## src/rtl/ins_seq.sv

```systemverilog
// Instruction sequencer for the cryptoprocessor datapath: accepts one instruction at a
// time, drives RAM read/write addresses and the operand-select mux, and waits out ALU/MUL latency.
module ins_seq #(
  parameter int unsigned ADDR_W  = 6,
  parameter int unsigned ALU_LAT = 2
) (
  input  logic                    clk,
  input  logic                    rst_n,
  input  logic                    ins_valid,
  output logic                    ins_ready,
  input  logic [3+3*ADDR_W-1:0]   ins_word,
  input  logic                    din_valid,
  output logic                    din_ready,
  output logic                    mul_start,
  input  logic                    mul_done,
  output logic [ADDR_W-1:0]       addra,
  output logic [ADDR_W-1:0]       addrb,
  output logic [ADDR_W-1:0]       addrw,
  output logic                    we,
  output logic                    d_in,
  output logic [2:0]              INS,
  output logic                    busy,
  output logic                    err
);

  typedef enum logic [2:0] {
    S_IDLE, S_DIN, S_RD, S_EX, S_WB
  } state_t;

  typedef enum logic [2:0] {
    OP_NOP  = 3'd0,
    OP_LOAD = 3'd1,
    OP_MOV  = 3'd2,
    OP_ADD  = 3'd3,
    OP_SUB  = 3'd4,
    OP_MUL  = 3'd5,
    OP_ILL6 = 3'd6,
    OP_ILL7 = 3'd7
  } op_t;

  localparam logic [3:0] LAT_LAST = 4'(ALU_LAT - 1);

  state_t              state, state_nx;
  op_t                 op_q;
  logic [ADDR_W-1:0]   dst_q, srca_q, srcb_q;
  logic [3:0]          cnt, cnt_nx;
  logic                err_q;
  op_t                 ins_op;
  logic                accept;
  logic                latch_fields;

  assign ins_op       = op_t'(ins_word[3+3*ADDR_W-1 -: 3]);
  assign accept       = ins_valid && ins_ready;
  assign latch_fields = accept && (ins_op inside {OP_LOAD, OP_MOV, OP_ADD, OP_SUB, OP_MUL});

  always_comb begin
    state_nx = state;
    cnt_nx   = cnt;
    case (state)
      S_IDLE: begin
        if (accept) begin
          case (ins_op)
            OP_LOAD:                        state_nx = S_DIN;
            OP_MOV, OP_ADD, OP_SUB, OP_MUL: state_nx = S_RD;
            default:                        state_nx = S_IDLE;
          endcase
        end
      end
      S_DIN: if (din_valid) state_nx = S_WB;
      S_RD: begin
        state_nx = S_EX;
        cnt_nx   = '0;
      end
      S_EX: begin
        case (op_q)
          OP_ADD, OP_SUB: begin
            if (cnt == LAT_LAST) state_nx = S_WB;
            else                 cnt_nx   = cnt + 4'd1;
          end
          OP_MUL: begin
            // cnt marks "start already issued" so mul_start pulses only once
            cnt_nx = 4'd1;
            if (mul_done) state_nx = S_WB;
          end
          default: state_nx = S_WB;
        endcase
      end
      S_WB:    state_nx = S_IDLE;
      default: state_nx = S_IDLE;
    endcase
  end

  always_ff @(posedge clk or negedge rst_n) begin
    if (!rst_n) begin
      state  <= S_IDLE;
      cnt    <= '0;
      op_q   <= OP_NOP;
      dst_q  <= '0;
      srca_q <= '0;
      srcb_q <= '0;
      err_q  <= 1'b0;
    end else begin
      state <= state_nx;
      cnt   <= cnt_nx;
      if (latch_fields) begin
        op_q   <= ins_op;
        dst_q  <= ins_word[3*ADDR_W-1 -: ADDR_W];
        srca_q <= ins_word[2*ADDR_W-1 -: ADDR_W];
        srcb_q <= ins_word[ADDR_W-1:0];
      end
      if (accept && (ins_op == OP_ILL6 || ins_op == OP_ILL7)) err_q <= 1'b1;
    end
  end

  always_comb begin
    INS  = 3'd0;
    d_in = 1'b0;
    case (state)
      S_DIN: begin
        INS  = 3'd1;
        d_in = 1'b1;
      end
      S_RD, S_EX: INS = op_q;
      S_WB: begin
        INS  = op_q;
        d_in = (op_q == OP_LOAD);
      end
      default: ;
    endcase
  end

  assign ins_ready = (state == S_IDLE) && rst_n;
  assign din_ready = (state == S_DIN);
  assign busy      = (state != S_IDLE);
  assign we        = (state == S_WB);
  assign mul_start = (state == S_EX) && (op_q == OP_MUL) && (cnt == 4'd0);
  assign addra     = srca_q;
  assign addrb     = srcb_q;
  assign addrw     = dst_q;
  assign err       = err_q;

endmodule

```

## config.mk

```make
export PLATFORM = sky130hd
export DESIGN_NAME = ins_seq
export DESIGN_NICKNAME = d
export VERILOG_FILES = /design/src/rtl/ins_seq.sv
export SDC_FILE = /design/constraint.sdc
export NUM_CORES = 1
export LEC_CHECK = 0
export BUFFER_PORTS_ARGS = -buffer_cell sky130_fd_sc_hd__buf_2
export CAP_MARGIN = 20
export CORE_ASPECT_RATIO = 0.8
export CORE_MARGIN = 3
export CORE_UTILIZATION = 43
export DETAILED_ROUTE_END_ITERATION = 8
export PLACE_DENSITY_LB_ADDON = 0.1
export SYNTH_ARGS = -nofsm -noshare
export SYNTH_HDL_FRONTEND = slang
export SYNTH_SLANG_ARGS = --single-unit
```

## constraint.sdc

```tcl
create_clock -name clk -period 1.7 [get_ports clk]
set_input_delay 0.255 -clock clk [delete_from_list [all_inputs] [get_ports clk]]
set_output_delay 0.255 -clock clk [all_outputs]
set_load 0.005 [all_outputs]
```

After elaboration in Yosys (flattened, before gate mapping) --
Cells that the tools add are included.
Word-level totals: bits of input ports 26, memories 0, word-level logic and storage cells 59, output and inout bits 28, register bits after elaboration 29, memory bits (writable) 0, bits in latches 0, bits in read-only memories 0
Cells by class: divide/modulo/power cells 0, $add $sub $neg 1, multiplexer cells 12, reductions and logical operators 17, bitwise gates (word level) 0, order comparisons 0, eq/ne operators 22, shifts and indexed selects 0, $mul 0
Operator list (number):
- $eq 3x3->1 const B | 7
- $pmux 4 s2 | 2
- $eq 3x2->1 const B | 5
- $mux 3 | 4
- $pmux 3 s2 | 2
- $pmux 3 s4 | 1
- $eq 3x1->1 const B | 3
- $ne 3x3->1 const B | 3
- $logic_and 1x1->1 | 6
- $reduce_bool 5->1 | 1
- $add 4x1->4 const B | 1
- $eq 4x1->1 const B | 1
- $logic_not 4->1 | 1
- $mux 4 | 1
- $ne 2x2->1 const B | 2
- $pmux 2 s2 | 1
- $reduce_and 4->1 | 1
- $reduce_or 4->1 | 1
- $logic_not 3->1 | 1
- $ne 3x1->1 const B | 1
- $reduce_and 3->1 | 1
- $reduce_bool 3->1 | 1
- $reduce_or 3->1 | 1
- $pmux 1 s2 | 1
- other kinds (3) | 3

Depth between registers and ports, before layout --
depth after elaboration 5, gate-level depth with buffers 6, gate-level depth less buffers 6

Worst setup path after synthesis --
OpenSTA, ideal clock, no wires.
path kind register -> register, from register state[1], to register srca_q[0], in the netlist addra[0], period minus slack after synthesis 1.856 ns, required time 1.575 ns, stages on the path, launching flop included 7, setup slack -0.156 ns, library setup time 0.125 ns, buffers on the path 2, arrival 1.731 ns, cells stage by stage dfrtp_1 -> buf_6 -> nor3_4 -> nand3_2 -> a211oi_4 -> buf_6 -> mux2_2
On the way: cells in the longest elaborated chain, start to end 4
Ends and longest elaborated chain:
- from (decl) | line 43 | state_t state, state_nx;
- from (signal assigned) | line 103 | state <= state_nx;
- $logic_not 3->1 | line 132 | assign ins_ready = (state == S_IDLE) && rst_n;
- $logic_and 1x1->1 | line 132
- $logic_and 1x1->1 | line 53 | assign accept = ins_valid && ins_ready;
- $logic_and 1x1->1 | line 54 | assign latch_fields = accept && (ins_op inside {OP_LOAD, OP_MOV, OP_ADD, OP_SUB, OP_MUL});
- to (signal assigned) | line 108 | srca_q <= ins_word[2*ADDR_W-1 -: ADDR_W];
- to (decl) | line 45 | logic [ADDR_W-1:0] dst_q, srca_q, srcb_q;
No other way between the ends. A chain may end at the register's enable or synchronous reset.

Worst setup path in the final report --
from register cnt[1], to register cnt[0]
On the way: cells in the longest elaborated chain, start to end 3
Ends and longest elaborated chain:
- from (decl) | line 46 | logic [3:0] cnt, cnt_nx;
- from (signal assigned) | line 104 | cnt <= cnt_nx;
- $eq 4x1->1 | line 77 | if (cnt == LAT_LAST) state_nx = S_WB;
- $ne 3x3->1 (no source line)
- $reduce_and 3->1 (no source line)
No other way between the ends.

==> results.ini <==
[status]
status = finished, violations left
violations = setup timing

[global_route]
antenna_found_initial = 0
grt_pass1_wl_mm = 5.44
grt_max_degree = 31
overflow = 0
grt_pass1_vias = 1213
grt_usage_pct = 17.2

[clock_tree]
clockBufferDepth = 2
cts_tree = built
ctsHoldBuffers = 0
clkTransAtPathRegs_ns = 0.06
ctsRootBufferMaster = clkbuf_8
clock_sinks = 29
cts-buffers-inserted = 5
htree_levels = 2
clock_latency_ns = 0.27

[synthesis]
syn_inst = 123
ys_async_sr_fraction_pct = 100
yosys_warnings = 0
synth_edf_count = 0
synthesis.area_mm2 = 0.00144
synth_seq_cells = 29
synth-main-ff-cell = dfrtp_1
synth_cell_type_count = 35
syn_nets = 152
yosysSeqAreaShare_pct = 50.3
syn_avg_cell_area_um2 = 11.7

[placement]
pre_cts_ws_ns = -0.137
io_buffers = 53
dpl.hpwl_mm = 2.39
place.gp.congestion = 0.855

[power_and_ir_drop]
powerDensity_mw_per_mm2 = 1550
total_power_uw = 3390
vdd_drop_max_v = 0.00106
power.static_leakage_uw = 0.00111

[worst_setup_path]
startpoint_type = flip-flop
crit_arrival_ns = 1.98
rr_worst_depth = 6
crit_path_end_kind = flip-flop
cp-endpoint = cnt[0]
reg2reg_slack_ns = -0.12
worst_path_largest_cell_delay_ns = 0.46
reg2reg_to = cnt[0]
path_max_fanout = 4
critPathKind = flip-flop to flip-flop
crit_path_start = cnt[1]
timing.rr.start = cnt[1]
worst_path_max_delay_cell = or4b_4
crit_chain = inv_2, ha_4, or4b_4, nand2_2, a311o_1, mux2_4
cp.required_ns = 1.85

[floorplanning]
die_w_um = 70.7
dieArea_mm2 = 0.00409
die_h_um = 57.8
core_area_mm2 = 0.00315
fp-row-count = 18
io_pins = 54
start_util_pct = 45.7

[route]
dr.pass1.iters = 4
ant_nets = 0
met3_length_um = 194
drtIter0Drc = 50
wl_mm = 3.54
drc = 0
viasPerCell = 5.22
wl_met1_mm = 1.60
highest_layer = met4
vias = 1253
wl_per_cell_um = 14.8
wl_met2_mm = 1.71

[layout]
drive_above_1_share_pct = 59.5
fillers = 221
diodes = 0
multi_input_area_um2 = 771
area_delta_synth_final_pct = 51.6
ff_latch_area_um2 = 728
nets = 229

[sta]
rsz0062_at_grt = true
fin_skew_ns = 0.00448
fin_crit_sh_pct = 107
worst_slack_ns = -0.124
maxSlewHeadroom_pct = 76.0
report.final.setup_viol = 4
worst_slew_pin_slew_ns = 0.360
hold_viol = 0
slew_violations = 0
fin_crit_ns = 1.82
max_freq_ghz = 0.548

[min_path]
hp-class = input port to async pin

[run]
cap_viol_max_count = 0

## placed cells by master (no fill, tap or decap), types with 3 or more instances in the layout
master,instances
a21oi_1,3
buf_2,53
buf_4,13
buf_6,4
clkbuf_8,6
dfrtp_1,27
inv_1,7
mux2_4,20
nand2_1,6
nor2_1,7
nor3_1,3
o21ai_0,3
## power breakdown
part	switching, uW	internal [uW]
Sequential	191	987
Combinational	663	999
Clock	229	320
Total	1080	2310
## critical path: cells and delay by family, from the launching register on
kind | cells | cell delay, ns
adders and majority gates | 1 | 0.12
DFF | 1 | 0.39
and+or+nand+nor | 2 | 0.53
muxes | 1 | 0.31
AOI/OAI and AO/OA | 1 | 0.27
buffers and inverters | 1 | 0.08
## synth_stat cells, drive strengths merged (2+ instances only)
master / count / share of area [%]
a21o: 2 / 1.0
nor2b: 2 / 0.87
mux2: 20 / 16
dfrtp: 29 / 50
ha: 3 / 2.6
nand3b: 2 / 1.0
nand2: 7 / 1.8
inv: 9 / 2.3
a21oi: 4 / 1.4
o21ai: 4 / 1.4
a211o: 2 / 1.2
buf: 5 / 2.6
nand3: 4 / 1.7
nor3: 6 / 2.9
a221o: 2 / 1.4
nor2: 7 / 1.8
## registers in the layout (all words and copies together) (netlist names)
name / count
cnt: 4
addrb: 6
err: 1
state: 3
op_q: 3
addrw: 6
addra: 6
## worst min-delay path by stage
stage,slack (ns),cells past startpoint,start,to
floorplan,-0.04,0,rst_n,addra[0]
global placement,0.32,2,rst_n,state[2]
detailed placement,0.33,2,rst_n,state[1]
CTS,0.04,2,rst_n,state[1]
global route,0.07,2,rst_n,state[1]
finish,0.03,2,rst_n,state[2]
## area by class of cell
cell class	count	share of cell area, %
well taps	40	2.29
multi-input cells	80	35.3
clock buffers	7	3.95
flip-flops and latches	29	33.3
repair buffers	75	23.5
inverters	9	1.66
## cell families (layout without fill, tap and decap cells)
family                   count (synthesis)  in the layout  synth area share (%)
AND/OR/NAND/NOR                         33             33                  12.9
flip-flops                              29             29                  50.3
AO/OA/AOI/OAI                           22             22                  12.2
multiplexers                            21             21                  16.3
buffers and inverters                   14             91                  4.95
adder cells (fa/ha/maj)                  3              3                  2.60
XOR/XNOR                                 1              1                 0.608
## what timing repair did
item,4_1_cts,5_1_grt
endpoints found under the setup margin,9,28
setup buffers,0,5
gates cloned,0,3
gates resized for setup,5,25
pin swaps,4,4
## through the flow
| step | area, um2 | utilization [%] | setup TNS [ns] | instances | hold slack [ns] |
|---|---|---|---|---|---|
| 6_report | 2180 | 69.3 | -0.390 | 240 | 0.0267 |
| 2_1_floorplan | 1480 | - | -0.704 | 123 | -0.0406 |
| 5_1_grt | 2180 | 69.3 | -2.30 | 240 | 0.0722 |
| 3_5_place_dp | 1880 | 59.6 | -0.367 | 225 | 0.335 |
| 3_3_place_gp | 1880 | 59.6 | -0.136 | 225 | 0.324 |
| 4_1_cts | 1980 | 62.9 | -0.339 | 232 | 0.0429 |
## layer usage
layer / track usage, % / vias to the layer above
met3: 5.72 / 4
met5: 0 / -
met1: 21.3 / 621
met2: 28.3 / 34
met4: 6.43 / 0
li1: - / 594
No activity file was read; power rests on OpenSTA's default activity.
